==> src/rtl/vga_pkg.sv <==
// Shared VGA timing package for the character-buffer read side.
// Holds the 640x480@60 timing constants, character-cell geometry and the
// 12-bit colour type used by vga_char_scanner and vga_axis_counter.
package vga_pkg;

  // Counter width shared by the horizontal and vertical axes
  localparam int unsigned CNT_W = 10;

  // Horizontal timing, in pixel clocks
  localparam int unsigned H_ACTIVE_N = 640;
  localparam int unsigned H_FRONT_N  = 16;
  localparam int unsigned H_SYNC_N   = 96;
  localparam int unsigned H_BACK_N   = 48;
  localparam int unsigned H_TOTAL    = H_ACTIVE_N + H_FRONT_N + H_SYNC_N + H_BACK_N;

  // Vertical timing, in lines
  localparam int unsigned V_ACTIVE_N = 480;
  localparam int unsigned V_FRONT_N  = 10;
  localparam int unsigned V_SYNC_N   = 2;
  localparam int unsigned V_BACK_N   = 33;
  localparam int unsigned V_TOTAL    = V_ACTIVE_N + V_FRONT_N + V_SYNC_N + V_BACK_N;

  // Counter-width forms of the boundaries the datapath compares against
  localparam logic [CNT_W-1:0] H_ACTIVE     = CNT_W'(H_ACTIVE_N);
  localparam logic [CNT_W-1:0] H_SYNC_FIRST = CNT_W'(H_ACTIVE_N + H_FRONT_N);
  localparam logic [CNT_W-1:0] H_SYNC_LAST  = CNT_W'(H_ACTIVE_N + H_FRONT_N + H_SYNC_N - 1);
  localparam logic [CNT_W-1:0] V_ACTIVE     = CNT_W'(V_ACTIVE_N);
  localparam logic [CNT_W-1:0] V_SYNC_FIRST = CNT_W'(V_ACTIVE_N + V_FRONT_N);
  localparam logic [CNT_W-1:0] V_SYNC_LAST  = CNT_W'(V_ACTIVE_N + V_FRONT_N + V_SYNC_N - 1);

  // Character cell geometry: 8 pixels wide, 16 lines tall
  localparam int unsigned CELL_W  = 8;
  localparam int unsigned CELL_H  = 16;
  localparam int unsigned HOFF_W  = $clog2(CELL_W);   // 3
  localparam int unsigned VOFF_W  = $clog2(CELL_H);   // 4
  localparam int unsigned HCHAR_W = 7;
  localparam int unsigned VCHAR_W = 5;

  // Address driven while blanked; always outside any buffer grid
  localparam logic [HCHAR_W-1:0] HCHAR_BLANK = '1;
  localparam logic [VCHAR_W-1:0] VCHAR_BLANK = '1;

  // 12-bit colour as driven onto the 4-bit-per-channel DAC
  typedef struct packed {
    logic [3:0] r;
    logic [3:0] g;
    logic [3:0] b;
  } rgb12_t;

  // Inclusive range test used for the sync windows
  function automatic logic in_window(input logic [CNT_W-1:0] value,
                                     input logic [CNT_W-1:0] first,
                                     input logic [CNT_W-1:0] last);
    return (value >= first) && (value <= last);
  endfunction

endpackage

==> src/rtl/vga_axis_counter.sv <==
// One axis of the VGA raster: counts 0..p_total-1 while inc is high and
// flags the wrap so the next axis can advance.
module vga_axis_counter
  import vga_pkg::*;
#(
  parameter int unsigned p_total = H_TOTAL
) (
  input  logic             clk,
  input  logic             rst,
  input  logic             inc,
  output logic [CNT_W-1:0] cnt,
  output logic             wrap
);

  localparam logic [CNT_W-1:0] LAST = CNT_W'(p_total - 1);

  // Wrap is combinational so the dependent axis advances on the same edge
  assign wrap = inc && (cnt == LAST);

  // Raster position register; synchronous reset back to the origin
  always_ff @(posedge clk) begin
    // NOTE: sequential state uses non-blocking assignments so every register
    // samples pre-edge values regardless of block ordering.
    if (rst) begin
      cnt <= '0;
    end else if (wrap) begin
      cnt <= '0;
    end else if (inc) begin
      cnt <= cnt + 1'b1;
    end
  end

endmodule

==> src/rtl/vga_char_scanner.sv <==
// Read-side master for the character buffer. Generates 640x480@60 timing
// from a 25 MHz pixel clock, drives the cell/offset read address and turns
// the buffer's one-cycle-latency lit/out-of-bounds reply into registered RGB
// and active-low sync.
//
// Pipeline:
//   stage 0 : raster counters, combinational read address
//   stage 1 : active/sync/frame flags delayed to meet the buffer reply
//   stage 2 : registered DAC outputs
//
// Build option: define VGA_CHAR_SCANNER_OOB_TINT_EN to paint in-bounds
// display pixels whose address falls outside the buffer with p_oob_rgb;
// otherwise they are black.
module vga_char_scanner
  import vga_pkg::*;
#(
  parameter logic [11:0] p_fg_rgb  = 12'hFFF,
  parameter logic [11:0] p_bg_rgb  = 12'h000,
  parameter logic [11:0] p_oob_rgb = 12'h000
) (
  input  logic               clk,
  input  logic               rst,
  output logic [HCHAR_W-1:0] read_hchar,
  output logic [VCHAR_W-1:0] read_vchar,
  output logic [HOFF_W-1:0]  read_hoffset,
  output logic [VOFF_W-1:0]  read_voffset,
  input  logic               read_lit,
  input  logic               out_of_bounds,
  output logic [3:0]         vga_r,
  output logic [3:0]         vga_g,
  output logic [3:0]         vga_b,
  output logic               vga_hs,
  output logic               vga_vs,
  output logic               frame_start
);

  localparam rgb12_t FG_RGB = rgb12_t'(p_fg_rgb);
  localparam rgb12_t BG_RGB = rgb12_t'(p_bg_rgb);
`ifdef VGA_CHAR_SCANNER_OOB_TINT_EN
  localparam rgb12_t OOB_RGB = rgb12_t'(p_oob_rgb);
`else
  // Tint compiled out: pixels past the buffer edge are black, and the
  // parameter stays referenced so instances overriding it remain clean.
  localparam rgb12_t OOB_RGB = rgb12_t'(p_oob_rgb & 12'h000);
`endif

  // ---------------------------------------------------------------------
  // Stage 0: raster counters
  // ---------------------------------------------------------------------
  logic [CNT_W-1:0] h_cnt;
  logic [CNT_W-1:0] v_cnt;
  logic             h_wrap;
  logic             v_wrap;

  vga_axis_counter #(.p_total(H_TOTAL)) u_h_counter (
    .clk  (clk),
    .rst  (rst),
    .inc  (1'b1),
    .cnt  (h_cnt),
    .wrap (h_wrap)
  );

  vga_axis_counter #(.p_total(V_TOTAL)) u_v_counter (
    .clk  (clk),
    .rst  (rst),
    .inc  (h_wrap),
    .cnt  (v_cnt),
    .wrap (v_wrap)
  );

  // Raster is at (0,0) right after reset or right after the last pixel of a
  // frame; tracking that avoids a full 20-bit origin compare.
  logic at_origin;

  // Origin tracker, set by reset or by the end-of-frame wrap
  always_ff @(posedge clk) begin
    if (rst) begin
      at_origin <= 1'b1;
    end else begin
      at_origin <= v_wrap;
    end
  end

  logic active_s0;
  logic hs_s0;
  logic vs_s0;

  assign active_s0 = (h_cnt < H_ACTIVE) && (v_cnt < V_ACTIVE);
  assign hs_s0     = in_window(h_cnt, H_SYNC_FIRST, H_SYNC_LAST);
  assign vs_s0     = in_window(v_cnt, V_SYNC_FIRST, V_SYNC_LAST);

  // Read address: cell and offset while active, a guaranteed-out-of-grid
  // cell while blanked so the buffer never aliases v_cnt >= 512 onto row 0
  always_comb begin
    // NOTE: every output of a combinational block gets a default first so no
    // path leaves it unassigned and infers a latch.
    read_hchar   = HCHAR_BLANK;
    read_vchar   = VCHAR_BLANK;
    read_hoffset = '0;
    read_voffset = '0;
    if (active_s0) begin
      read_hchar   = h_cnt[CNT_W-1:HOFF_W];
      read_hoffset = h_cnt[HOFF_W-1:0];
      read_vchar   = v_cnt[VCHAR_W+VOFF_W-1:VOFF_W];
      read_voffset = v_cnt[VOFF_W-1:0];
    end
  end

  // ---------------------------------------------------------------------
  // Stage 1: align raster flags with the buffer's reply
  // ---------------------------------------------------------------------
  logic valid_s1;
  logic active_s1;
  logic hs_s1;
  logic vs_s1;
  logic frame_s1;

  // Delay the stage-0 flags by one cycle to meet read_lit/out_of_bounds
  always_ff @(posedge clk) begin
    if (rst) begin
      valid_s1  <= 1'b0;
      active_s1 <= 1'b0;
      hs_s1     <= 1'b0;
      vs_s1     <= 1'b0;
      frame_s1  <= 1'b0;
    end else begin
      valid_s1  <= 1'b1;
      active_s1 <= active_s0;
      hs_s1     <= hs_s0;
      vs_s1     <= vs_s0;
      frame_s1  <= at_origin;
    end
  end

  // Colour for the pixel whose reply is arriving now
  rgb12_t pix_rgb;

  // Pick blank / out-of-bounds / lit / unlit colour for the returning pixel
  always_comb begin
    pix_rgb = '0;
    if (valid_s1 && active_s1) begin
      if (out_of_bounds) begin
        pix_rgb = OOB_RGB;
      end else if (read_lit) begin
        pix_rgb = FG_RGB;
      end else begin
        pix_rgb = BG_RGB;
      end
    end
  end

  // ---------------------------------------------------------------------
  // Stage 2: registered DAC pins
  // ---------------------------------------------------------------------
  rgb12_t rgb_q;

  // Output registers; sync is active low so idle/reset level is high
  always_ff @(posedge clk) begin
    if (rst) begin
      rgb_q       <= '0;
      vga_hs      <= 1'b1;
      vga_vs      <= 1'b1;
      frame_start <= 1'b0;
    end else begin
      rgb_q       <= pix_rgb;
      vga_hs      <= ~(valid_s1 & hs_s1);
      vga_vs      <= ~(valid_s1 & vs_s1);
      frame_start <= valid_s1 & frame_s1;
    end
  end

  assign vga_r = rgb_q.r;
  assign vga_g = rgb_q.g;
  assign vga_b = rgb_q.b;

endmodule
==> config.mk <==
export PLATFORM = sky130hd
export DESIGN_NAME = vga_char_scanner
export DESIGN_NICKNAME = d
export VERILOG_FILES = /design/src/rtl/vga_pkg.sv /design/src/rtl/vga_axis_counter.sv /design/src/rtl/vga_char_scanner.sv
export SDC_FILE = /design/constraint.sdc
export NUM_CORES = 1
export LEC_CHECK = 0
export ABC_AREA = 1
export ABC_CLOCK_PERIOD_IN_PS = 1850
export CAP_MARGIN = 10
export CORE_ASPECT_RATIO = 1.2
export CORE_UTILIZATION = 45
export CTS_CLUSTER_SIZE = 14
export DETAILED_ROUTE_END_ITERATION = 6
export GPL_TIMING_DRIVEN = 0
export HOLD_SLACK_MARGIN = 0.15
export PLACE_DENSITY = 0.85
export SYNTH_ARGS = -nofsm -noshare
export SYNTH_HDL_FRONTEND = slang
export SYNTH_SLANG_ARGS = --single-unit
==> constraint.sdc <==
create_clock -name clk -period 1.85 [get_ports clk]
set_input_delay 0.555 -clock clk [delete_from_list [all_inputs] [get_ports clk]]
set_output_delay 0.555 -clock clk [all_outputs]
set_load 0.02 [all_outputs]
# == Word-level counts from Yosys, hierarchy flattened ==
# Index checks and enable logic that the tools add are counted.
# totals
reg_bits,41
input_bits,4
output_inout_bits,34
word_cells,44
# classes
add_sub_neg,2
order_cmp,6
n_eq_ne,2
muxes,6
bitwise,6
reduce_logical,8
# op_table
operator,count
$add A10 B1 Y10 const B,2
$eq A10 B10 Y1 const B,2
$mux W12,1
$ge A10 B10 Y1 const B,1
$ge A10 B9 Y1 const B,1
$le A10 B10 Y1 const B,1
$le A10 B9 Y1 const B,1
$lt A10 B10 Y1 const B,1
$lt A10 B9 Y1 const B,1
$mux W7,1
$logic_and A1 B1 Y1,5
$mux W5,1
$mux W4,1
$reduce_or A2 Y1,2
$and A1 B1 Y1,3
$mux W3,1
$not A1 Y1,3
$reduce_or A3 Y1,1
$mux W1,1

# == Logic depth before layout (Yosys ltp) ==
# Gate-level depths: netlist (run 1).
# depth
word_depth,3
mapped_depth,10
mapped_depth_nobuf,10

# == By module ==
# A second synthesis (run 1) with hierarchy kept.
# unflattened
cells_unflattened,256
hier_area_um2,1814.2
# by_module_without_submodules
module,instances,cells_each,area_per_inst_um2,seq_area_each_um2
vga_char_scanner,1,93,668.1,200.2
vga_axis_counter at u_v_counter,1,81,578.1,200.2
vga_axis_counter at u_h_counter,1,82,568.0,200.2

# == Least setup slack after synthesis (run 1) ==
# Ideal clock, no wire load.
# synth_timing
kind,flip-flop to output port
start,register u_h_counter.cnt[8]
end,output read_hoffset[0]
arrival_ns,1.211
required_time_ns,1.295
path_slack_ns,0.084
stages_incl_launch_ff,8
path_buffers,0
cell_sequence,dfxtp_1 nand2_2 inv_4 nor3_1 inv_1 nor2_2 inv_1 nor2_1
# synth_via
elab_chain_cells,3
# synth_lines
element,line_no,rtl
start: declaration,vga_axis_counter.sv:11,"output logic [CNT_W-1:0] cnt,"
start signal: assignment,vga_axis_counter.sv:29,cnt <= cnt + 1'b1;
$lt A10 B10 Y1,vga_char_scanner.sv:88,assign active_s0 = (h_cnt < H_ACTIVE) && (v_cnt < V_ACTIVE);
$logic_and A1 B1 Y1,vga_char_scanner.sv:88,
$mux W3,vga_char_scanner.sv:101,if (active_s0) begin
end: declaration,vga_char_scanner.sv:25,"output logic [HOFF_W-1:0] read_hoffset,"
# Every way passes these cells.

# == Worst setup path in the final report (run 1) ==
# layout_timing
start,register u_h_counter.cnt[9]
end,output read_hchar[2]
# layout_via
elab_chain_cells,3
# layout_lines
element,line_no,rtl
$lt A10 B10 Y1,vga_char_scanner.sv:88,
$logic_and A1 B1 Y1,vga_char_scanner.sv:88,
$mux W7,vga_char_scanner.sv:101,
end: declaration,vga_char_scanner.sv:23,"output logic [HCHAR_W-1:0] read_hchar,"
# Every way passes these cells.

==> impl_summary.txt, run 1 <==
----------------------------------------------------
[Timing]
  Tcrit/Tclk final ... 117%
  Clock period minus worst slack ... between 2 and 2.5 ns
  Setup WS post-layout ... -0.315 ns
  # setup viols final ... 19
  Normalized max-slew margin ... roughly 66%
  Max-slew violations ... 0
  Worst clock skew ... roughly 0.0047 ns
  Final-report hold violation count ... 0
  Transition at the pin with the smallest max-transition slack ... 0.509 ns
  Maximum clock rate ... about 460 MHz
  Unrepaired setup endpoints after global routing ... true

[Yosys]
  Mean instance size in the synthesized netlist ... 6.87 um^2
  Cell taking the most area after synthesis ... dfxtp_1
  Register bit total from synthesis ... 30
  Sequential element share of the synthesized area ... a little over a third
  Largest cells by area after synthesis ... dfxtp_1 36%, nand2_1 14%, inv_1 10%
  Post-Synthesis Cells ... ~240
  Net Count, Synth ... 249
  Area fraction of the dominant cell type after synthesis ... 36.3%
  Synth warnings ... 0
  Netlist Area Pre-Place ... between 0.0015 and 0.002 mm^2
  Distinct cell type count after synthesis ... 26

[Global routing]
  Pin count of the biggest net entering global routing ... 13
  Number of global-route vias before repair ... roughly 1500
  GRT Total Usage ... 22.2%
  Number of antenna violations at the first check in global routing ... 0
  Global-route wire length before repair ... approximately 6400 um
  Overflow left after global routing ... 0

[Critical path]
  Critical-path cell list ... nand2_2 -> inv_2 -> nor3_4 -> inv_2 -> nor2_4 -> buf_6 -> nand2_1 -> buf_6
  Total buffers and inverters traversed by the critical path ... 4
  Endpoint type of the worst setup path ... primary output
  Required time of the critical path ... around 1.3 ns
  WP data arrival ... approximately 1.6 ns
  Crit start category ... register
  Worst-path cell with the longest stage delay ... dfxtp_2
  Maximum net fanout on the critical path ... 5
  Largest stage delay, worst path ... 0.34 ns
  Kind of cell with the highest combined delay on the critical path ... simple AND/OR/NAND/NOR gates
  Worst setup path class ... register to primary output

[Drt]
  Post-route DRC violation count ... 4
  Drt wl/cell ... roughly 12 um
  Iteration-0 DRC Markers ... ~80
  Detail-routed via count per cell ... between 5 and 6
  Via Count ... ~1700
  Wirelength, routed ... roughly 4100 um
  Remaining number of nets flagged by the antenna check after routing ... 0
  Number of optimization iterations in the first detailed-route pass ... 7

[Power and ir drop]
  P per Cell Area ... 562 mW/mm^2
  Worst vdd rail ir drop ... 0.393 mV
  Static Leakage ... 1.26 nW
  Final Power ... 1.28 mW

[Layout]
  # diodes ... 0
  Post-synthesis to final-layout area growth ... 37.3%
  Commonest cells after routing, fill and taps aside ... 58 x nand2_1, 42 x inv_1, 26 x nor2_1
  Fillers ... about 300
  Commonest non-fill, non-tap cell in the layout ... nand2_1
  Share of post-route cells with drive strength above 1 ... 26.3%
  Final net count ... 300

[Floorplan]
  Number of placement rows ... 23
  Horizontal die dimension ... 57.4 um
  Placeable Area ... between 0.003 and 0.004 mm^2
  Full die area ... approximately 0.004 mm^2
  Effective utilization at floorplan ... between 40% and 50%
  Die Y ... roughly 70 um
  Number of top-level pins ... 38

[CTS]
  Maximum buffer depth of the clock tree ... 2
  Root buffer cell ... clkbuf_8
  Hold buffer count at cts ... 0
  CTS tree ... done
  Sink count of the clock tree ... 30
  Number of CTS-inserted buffers ... 5
  Max H-tree Level ... 2
  Reg clk slew, reported paths ... ~0.060 ns
  Clock insertion delay at the later pin of the skew report ... about 0.28 ns

[Run]
  Max-cap violations ... 0

[Status]
  Outcome ... finished with violations
  Failing checks ... design-rule violations, negative setup slack

[Min path]
  Path type of the worst min-delay path ... register to register

[Placed design]
  Setup slack after placement ... -0.509 ns
  Port Buf Inserts ... 37
  Gp weighted congestion ... approximately 0.9
  Dpl hpwl ... 2600 um

----------------------------------------------------
## area by class of cell
class	instances	area [um^2]	share of cell area [%]
clock inverters	1	5.00	0.220
clock buffers	7	86.3	3.80
inverters	48	188	8.26
plain buffers	13	105	4.62
repair buffers	44	410	18.1
well taps	37	46.3	2.04
flip-flops and latches	30	614	27.0
multi-input cells	150	818	36.0
## cells in the mapped netlist
| cell type | instances |
|---|---|
| a21oi_1 | 4 |
| buf_2 | 1 |
| buf_4 | 11 |
| buf_6 | 1 |
| dfxtp_1 | 30 |
| ha_1 | 4 |
| inv_1 | 45 |
| inv_2 | 2 |
| inv_4 | 1 |
| nand2_1 | 62 |
| nand2_2 | 2 |
| nand2_4 | 2 |
| nand3_1 | 15 |
| nand3_2 | 1 |
| nand4_1 | 5 |
| nand4_4 | 1 |
| nor2_1 | 29 |
| nor2_2 | 1 |
| nor2_4 | 3 |
| nor2_8 | 1 |
| nor3_1 | 6 |
| nor3_2 | 1 |
| nor4_1 | 1 |
| o21ai_0 | 6 |
| o22a_1 | 1 |
| xor2_1 | 5 |
## metrics by stage
| step | cell area [um^2] | setup TNS, ns | instances | utilization [%] | hold WS (ns) |
|---|---|---|---|---|---|
| final | 2270 | -5.43 | 330 | 66.4 | 0.385 |
| after global routing | 2270 | -6.80 | 330 | 66.4 | 0.395 |
| after CTS | 2250 | -3.73 | 329 | 65.6 | 0.389 |
| after detailed placement | 2070 | -10.19 | 315 | 60.5 | 0.361 |
| after global placement | 2070 | -9.78 | 315 | 60.5 | 0.354 |
| after floorplan | 1660 | 0 | 241 | - | 0.350 |
## flip-flops by register name (all words and copies together), names as in the netlist
| name | cells |
|---|---|
| hs_s1 | 1 |
| vs_s1 | 1 |
| frame_s1 | 1 |
| at_origin | 1 |
| active_s1 | 1 |
| u_v_counter.cnt | 10 |
| frame_start | 1 |
| vga_r | 1 |
| vga_vs | 1 |
| vga_hs | 1 |
| u_h_counter.cnt | 10 |
| valid_s1 | 1 |
## final timing paths
check / startpoint / endpoint / slack, ns / cells past startpoint
setup / recovery: u_h_counter.cnt[9]$_SDFF_PP0_ / read_hchar[2] / -0.32 / 8
hold / removal: hs_s1$_SDFF_PP0_ / vga_hs$_SDFF_PP1_ / 0.39 / 1
setup reg to reg: u_h_counter.cnt[0]$_SDFF_PP0_ / u_v_counter.cnt[5]$_SDFFE_PP0P_ / 0.23 / 9
hold reg to reg: hs_s1$_SDFF_PP0_ / vga_hs$_SDFF_PP1_ / 0.39 / 1
## routing by layer
layer  wire (um)  global-route usage, %  share of wire, %  vias up
li1            -                      -                 -      822
met3         312                   5.86               7.6       21
met5           0                      0                 0        -
met2        2040                   39.5                50       91
met1        1530                   21.4                38      728
met4         191                   18.9               4.7        0
## cells by family after synthesis
logic type | synth area share, %
adder cells (fa/ha/maj) | 3.02
AO/OA/AOI/OAI | 3.55
flip-flops | 36.3
AND/OR/NAND/NOR | 37.5
buffers and inverters | 17.0
XOR/XNOR | 2.65
## report_power, final
part	internal (mW)	leakage, nW	switching (mW)	total, mW
Sequential	0.652	0.247	0.00763	0.660
Combinational	0.0333	0.965	0.0422	0.0756
Clock	0.299	0.0482	0.243	0.542
Total	0.985	1.26	0.293	1.28
## repair_timing
item                                    in CTS  in global routing
gates resized for setup                    142                  6
pin swaps                                    3                  1
endpoints found under the setup margin      31                 19
gates cloned                                 1                  0
setup buffers                                5                  1
No activity file was read; power rests on OpenSTA's default activity.
==> run 2: changes to the inputs <==
CTS_BUF_LIST = sky130_fd_sc_hd__clkbuf_4 sky130_fd_sc_hd__clkbuf_8 sky130_fd_sc_hd__clkbuf_16   (was not set)
==> run 2 against run 1 <==
The flow still finishes with violations (design-rule violations, negative setup slack). Via count decreased by 0.84%. Critical path depth unchanged. Global-route usage unchanged. First-iteration DRC count unchanged. Worst hold slack got worse by 0.0012 ns. Power increased by 1.1%. Worst setup slack got worse by 0.0022 ns. Register-to-register slack about the same. Non-clock buffer count unchanged. Largest power group unchanged. Highest routed layer unchanged.
==> impl_summary.txt, run 2 (synthesis gave the netlist of run 1 again) <==
----------------------------------------------------
[CTS]
  Root buffer cell ... clkbuf_8
  Sink count of the clock tree ... 30
  Hold buffer count at cts ... 0
  Reg clk slew, reported paths ... ~0.06 ns
  Max H-tree Level ... 2
  Number of CTS-inserted buffers ... 5
  Maximum buffer depth of the clock tree ... 2
  CTS tree ... done
  Clock insertion delay at the later pin of the skew report ... about 0.28 ns

[Min path]
  Beginning of the worst hold path ... hs_s1$_SDFF_PP0_
  Hold Path Cell Cnt ... 1
  Hold path endpoint ... vga_hs$_SDFF_PP1_
  Path type of the worst min-delay path ... register to register

[Floorplan]
  Horizontal die dimension ... approximately 57 um
  Number of placement rows ... 23
  Effective utilization at floorplan ... between 40% and 50%
  Placeable Area ... about 0.0034 mm^2
  Full die area ... about 0.004 mm^2
  Die Y ... about 68 um
  Number of top-level pins ... 38

[Power and ir drop]
  Worst vdd rail ir drop ... 0.392 mV
  Switching power ... between 0.2 and 0.3 mW
  Sequential power share ... approximately half
  Internal Dissipation ... approximately 1.0 mW
  Share of total power consumed by net switching ... roughly 23%
  P per Cell Area ... roughly 570 mW/mm^2
  Power share of the combinational group ... 5.8%
  Clock share of power ... 43.1%
  Static Leakage ... roughly 1.3 nW

[Drt]
  Via Count ... roughly 1600
  Remaining number of nets flagged by the antenna check after routing ... 0
  Drt wl/cell ... 12.3 um
  Post-route DRC violation count ... 4
  Number of optimization iterations in the first detailed-route pass ... 7
  Detail-routed via count per cell ... approximately 5.0
  Wirelength, routed ... 4050 um
  Iteration-0 DRC Markers ... 82

[Critical path]
  Launch instance of the worst register-to-register path ... u_h_counter.cnt[0]$_SDFF_PP0_
  Worst setup path class ... register to primary output
  Critical R2R Capture ... u_v_counter.cnt[5]$_SDFFE_PP0P_
  Cells on worst reg2reg path ... 9
  Crit start category ... register
  Maximum net fanout on the critical path ... 5
  WP data arrival ... approximately 1.6 ns
  Required time of the critical path ... around 1.3 ns
  Endpoint type of the worst setup path ... primary output
  Worst R2R Setup Slack ... 0.23 ns

[Global routing]
  GRT Total Usage ... 22.2%
  Overflow left after global routing ... 0
  Number of antenna violations at the first check in global routing ... 0
  Number of global-route vias before repair ... 1498
  Global-route wire length before repair ... roughly 6400 um
  Pin count of the biggest net entering global routing ... 13

[Timing]
  Transition at the pin with the smallest max-transition slack ... 0.504 ns
  Tcrit/Tclk final ... 117%
  Worst clock skew ... 0.00506 ns
  Setup TNS Final ... -5.45 ns
  Unrepaired setup endpoints after global routing ... true
  Setup WS post-layout ... -0.317 ns
  Final-report hold violation count ... 0
  Maximum clock rate ... between 400 and 500 MHz
  Normalized max-slew margin ... between 60% and 70%
  # setup viols final ... 19
  Max-slew violations ... 0
  Clock period minus worst slack ... approximately 2.2 ns

[Layout]
  Share of post-route cells with drive strength above 1 ... about a quarter
  Registers with the most flip-flops ... u_h_counter.cnt (10), u_v_counter.cnt (10)
  # diodes ... 0
  Post-synthesis to final-layout area growth ... 37.6%
  Final std cell area, no fill ... about 0.0023 mm^2
  Commonest non-fill, non-tap cell in the layout ... nand2_1
  Commonest cells after routing, fill and taps aside ... 58 x nand2_1, 42 x inv_1, 26 x nor2_1
  Final net count ... 300
  Fillers ... 298

[Placed design]
  Total placed instance area ... between 0.002 and 0.0025 mm^2
  Dpl hpwl ... 2600 um
  Port Buf Inserts ... 37
  Setup slack after placement ... -0.509 ns
  Gp weighted congestion ... approximately 0.91

[Status]
  Outcome ... finished with violations
  Failing checks ... design-rule violations, negative setup slack

[Run]
  Max-cap violations ... 0

----------------------------------------------------
==> run 2: cell counts in the layout (fill, tap and decap cells not counted) <==
No cell type changed its count.
==> run 2: critical path: stages (launching register included) <==
cell and delay (ns):
dfxtp_2 0.34, nand2_2 0.08, inv_2 0.05, nor3_4 0.21, inv_2 0.07, nor2_4 0.20, buf_6 0.17, nand2_1 0.07
buf_6 0.13
==> run 2: what timing repair did <==
| action | 4_1_cts | 5_1_grt |
|---|---|---|
| setup buffers | 5 | 1 |
| cloned | 1 | 0 |
| pin swaps | 3 | 1 |
| gates resized for setup | 142 | 6 |
| endpoints found under the setup margin | 31 | 19 |
==> run 2: layout make-up <==
cell class	count	area (um^2)	share of cell area (%)
Sequential cell	30	614	27.0
Multi-Input combinational cell	150	818	35.9
Buffer	13	105	4.62
Clock inverter	1	5.00	0.220
Timing Repair Buffer	44	410	18.0
Tap cell	37	46.3	2.03
Clock buffer	7	90.1	3.96
Inverter	48	188	8.24
==> run 2: per-layer routing <==
layer / vias to the layer above / share of wire, % / GRT usage [%]
met4: 0 / 4.8 / 18.9
met1: 718 / 37 / 21.4
li1: 824 / - / -
met3: 17 / 7.7 / 5.86
met5: - / 0 / 0
met2: 89 / 50 / 39.5
==> run 2: worst max path at each step <==
stage                                    start  slack, ns  cells after the start              end
2_1_floorplan    u_h_counter.cnt[8]$_SDFF_PP0_       0.08                      7  read_hoffset[0]
3_3_place_gp   u_v_counter.cnt[5]$_SDFFE_PP0P_      -0.51                      6    read_vchar[2]
3_5_place_dp     u_h_counter.cnt[8]$_SDFF_PP0_      -0.51                      8  read_voffset[3]
4_1_cts          u_h_counter.cnt[9]$_SDFF_PP0_      -0.21                      8    read_hchar[2]
5_1_grt          u_h_counter.cnt[9]$_SDFF_PP0_      -0.38                      8    read_hchar[2]
6_report         u_h_counter.cnt[9]$_SDFF_PP0_      -0.32                      8    read_hchar[2]
==> run 2: power by group through the flow <==
stage,combinational (mW),clock [mW],sequential (mW)
2_1_floorplan,0.0468,0,0.678
3_3_place_gp,0.0792,0,0.678
3_5_place_dp,0.0800,0,0.679
4_1_cts,0.0758,0.568,0.660
5_1_grt,0.0818,0.589,0.661
6_report,0.0755,0.556,0.660
==> run 2: per-stage QoR <==
step	utilization, %	power (mW)	instances	hold slack, ns
final	66.5	1.29	330	0.384
after detailed placement	60.5	0.759	315	0.361
after global routing	66.5	1.33	330	0.395
after floorplan	-	0.724	241	0.350
after global placement	60.5	0.757	315	0.354
after CTS	65.7	1.30	329	0.388
==> run 3: changes to the inputs <==
CORE_UTILIZATION = 49   (was 45)
GPL_ROUTABILITY_DRIVEN = 0   (was not set)
PLACE_DENSITY = 0.9   (was 0.85)
==> run 3 against run 2 <==
The flow finishes with violations (negative setup slack). Worst setup slack improved by 0.017 ns. Flip-flop and latch count did not move. Sequential power barely moved. Critical path depth did not move. Worst hold slack got worse by 0.0060 ns. Clock skew barely moved.
==> impl_summary.txt, run 3 (synthesis gave the netlist of run 1 again) <==
----------------------------------------------------
[CTS]
  Maximum buffer depth of the clock tree ... 2
  Hold buffer count at cts ... 0
  Max H-tree Level ... 2
  Root buffer cell ... clkbuf_4
  Reg clk slew, reported paths ... around 0.10 ns
  Number of CTS-inserted buffers ... 5
  CTS tree ... done
  Clock insertion delay at the later pin of the skew report ... between 0.3 and 0.4 ns
  Sink count of the clock tree ... 30

[Timing]
  Tcrit/Tclk final ... 116%
  Setup TNS Final ... -5.18 ns
  Normalized max-slew margin ... approximately 63%
  Transition at the pin with the smallest max-transition slack ... between 0.5 and 0.6 ns
  Final-report hold violation count ... 0
  Setup WS post-layout ... -0.301 ns
  Max-slew violations ... 0
  Maximum clock rate ... 465 MHz
  # setup viols final ... 19
  Worst clock skew ... approximately 0.0048 ns
  Clock period minus worst slack ... approximately 2.2 ns
  Unrepaired setup endpoints after global routing ... true

[Drt]
  Drt wl/cell ... approximately 12 um
  Number of optimization iterations in the first detailed-route pass ... 4
  Iteration-0 DRC Markers ... 25
  Remaining number of nets flagged by the antenna check after routing ... 0
  Post-route DRC violation count ... 0
  Detail-routed via count per cell ... around 4.9
  Via Count ... 1617
  Wirelength, routed ... between 3000 and 4000 um

[Floorplan]
  Die Y ... 65.7 um
  Horizontal die dimension ... 55.1 um
  Number of placement rows ... 22
  Number of top-level pins ... 38
  Full die area ... 0.00362 mm^2
  Effective utilization at floorplan ... 52.8%
  Placeable Area ... around 0.0031 mm^2

[Min path]
  Beginning of the worst hold path ... hs_s1$_SDFF_PP0_
  Hold Path Cell Cnt ... 1
  Path type of the worst min-delay path ... register to register
  Hold path endpoint ... vga_hs$_SDFF_PP1_

[Power and ir drop]
  Worst vdd rail ir drop ... between 0.4 and 0.5 mV
  Final Power ... between 1 and 1.5 mW
  P per Cell Area ... between 500 and 600 mW/mm^2
  Static Leakage ... ~1.3 nW

[Critical path]
  Worst setup path class ... register to primary output
  Largest stage delay, worst path ... 0.37 ns
  Required time of the critical path ... 1.29 ns
  Critical-path cell list ... nand2_4 -> inv_6 -> nor3_4 -> inv_2 -> nor2_4 -> buf_6 -> nand2_2 -> buf_6
  Launch instance of the worst register-to-register path ... u_h_counter.cnt[0]$_SDFF_PP0_
  Cells on worst reg2reg path ... 9
  Worst R2R Setup Slack ... approximately 0.27 ns
  WP data arrival ... between 1.5 and 2 ns
  Crit start category ... register
  Critical R2R Capture ... u_v_counter.cnt[2]$_SDFFE_PP0P_
  Worst-path cell with the longest stage delay ... dfxtp_4
  Maximum net fanout on the critical path ... 5
  Cell occurring most often along the worst timing path ... buf_6
  Total buffers and inverters traversed by the critical path ... 4
  Kind of cell with the highest combined delay on the critical path ... simple AND/OR/NAND/NOR gates
  Endpoint type of the worst setup path ... primary output

[Global routing]
  Number of antenna violations at the first check in global routing ... 0
  Pin count of the biggest net entering global routing ... 13
  Global-route wire length before repair ... ~6100 um
  GRT Total Usage ... a little under a quarter
  Number of global-route vias before repair ... roughly 1500
  Overflow left after global routing ... 0

[Placed design]
  Total placed instance area ... a little over 0.002 mm^2
  Post-placement cell count ... 314
  Dpl hpwl ... 2580 um
  Port Buf Inserts ... 37

[Layout]
  Commonest cells after routing, fill and taps aside ... 51 x nand2_1, 43 x inv_1, 28 x nor2_1
  Registers with the most flip-flops ... u_h_counter.cnt (10), u_v_counter.cnt (10)
  Share of post-route cells with drive strength above 1 ... ~28%
  Fillers ... 251
  Final std cell area, no fill ... around 0.0023 mm^2
  Sequential Area ... 616 um^2
  Final std cells w/o fill ... about 330
  Commonest non-fill, non-tap cell in the layout ... nand2_1
  Final net count ... between 200 and 300
  # diodes ... 0
  Multi-input gate area in the final layout ... approximately 860 um^2
  Post-synthesis to final-layout area growth ... 38.2%

[Status]
  Outcome ... finished with violations
  Failing checks ... negative setup slack

[Run]
  Max-cap violations ... 0

----------------------------------------------------
run 3: cell types whose count changed in the layout (fill, tap and decap cells not counted), sizes merged:
cell | previous run | this run
clkdlybuf4s50 | 6 | 3
bufinv | 0 | 1
clkbuf | 7 | 5
dlymetal6s2s | 0 | 3
clkinv | 1 | 2
buf | 39 | 38
run 3: worst max path at each step:
stage | startpoint | to | slack [ns] | cells past startpoint
3_5_place_dp | u_h_counter.cnt[8]$_SDFF_PP0_ | read_voffset[2] | -0.50 | 8
4_1_cts | u_h_counter.cnt[8]$_SDFF_PP0_ | read_hchar[1] | -0.30 | 8
5_1_grt | u_h_counter.cnt[8]$_SDFF_PP0_ | read_hchar[1] | -0.38 | 8
6_report | u_h_counter.cnt[8]$_SDFF_PP0_ | read_vchar[0] | -0.30 | 8
3_3_place_gp | u_h_counter.cnt[8]$_SDFF_PP0_ | read_voffset[2] | -0.50 | 8
2_1_floorplan | u_h_counter.cnt[8]$_SDFF_PP0_ | read_hoffset[0] | 0.08 | 7
run 3: through the flow:
| stage | hold slack, ns | setup WS (ns) | util (%) |
|---|---|---|---|
| floorplan | 0.350 | 0.0842 | - |
| global placement | 0.355 | -0.500 | 66.0 |
| detailed placement | 0.357 | -0.503 | 66.0 |
| CTS | 0.380 | -0.298 | 71.0 |
| global route | 0.408 | -0.378 | 72.9 |
| finish | 0.378 | -0.301 | 72.9 |
run 3: power breakdown:
| part | switching [mW] | leakage, nW | total, mW | internal [mW] |
|---|---|---|---|---|
| clock network | 0.249 | 0.0450 | 0.529 | 0.280 |
| registers | 0.00703 | 0.248 | 0.659 | 0.652 |
| logic | 0.0419 | 0.996 | 0.0752 | 0.0333 |
run 3: timing repair:
action / CTS / global route
pin swaps: 2 / 2
cloned: 1 / 0
endpoints found under the setup margin: 31 / 22
buffers inserted: 3 / 2
resized for setup: 143 / 15
run 3: layout make-up:
cell class	count	area share (%)
Multi-Input combinational cell	150	37.4
Clock buffer	5	1.64
Sequential cell	30	26.9
Timing Repair Buffer	43	17.5
Buffer	13	4.60
Clock inverter	3	1.75
Inverter	48	8.21
Tap cell	36	1.97
run 3: routing by layer:
metal / up-vias / share of wire, % / GRT usage, %
li1: 819 / - / -
met1: 734 / 38 / 26.6
met2: 58 / 53 / 38.3
met3: 6 / 7.2 / 7.18
met4: 0 / 1.4 / 15.3
met5: - / 0 / 0
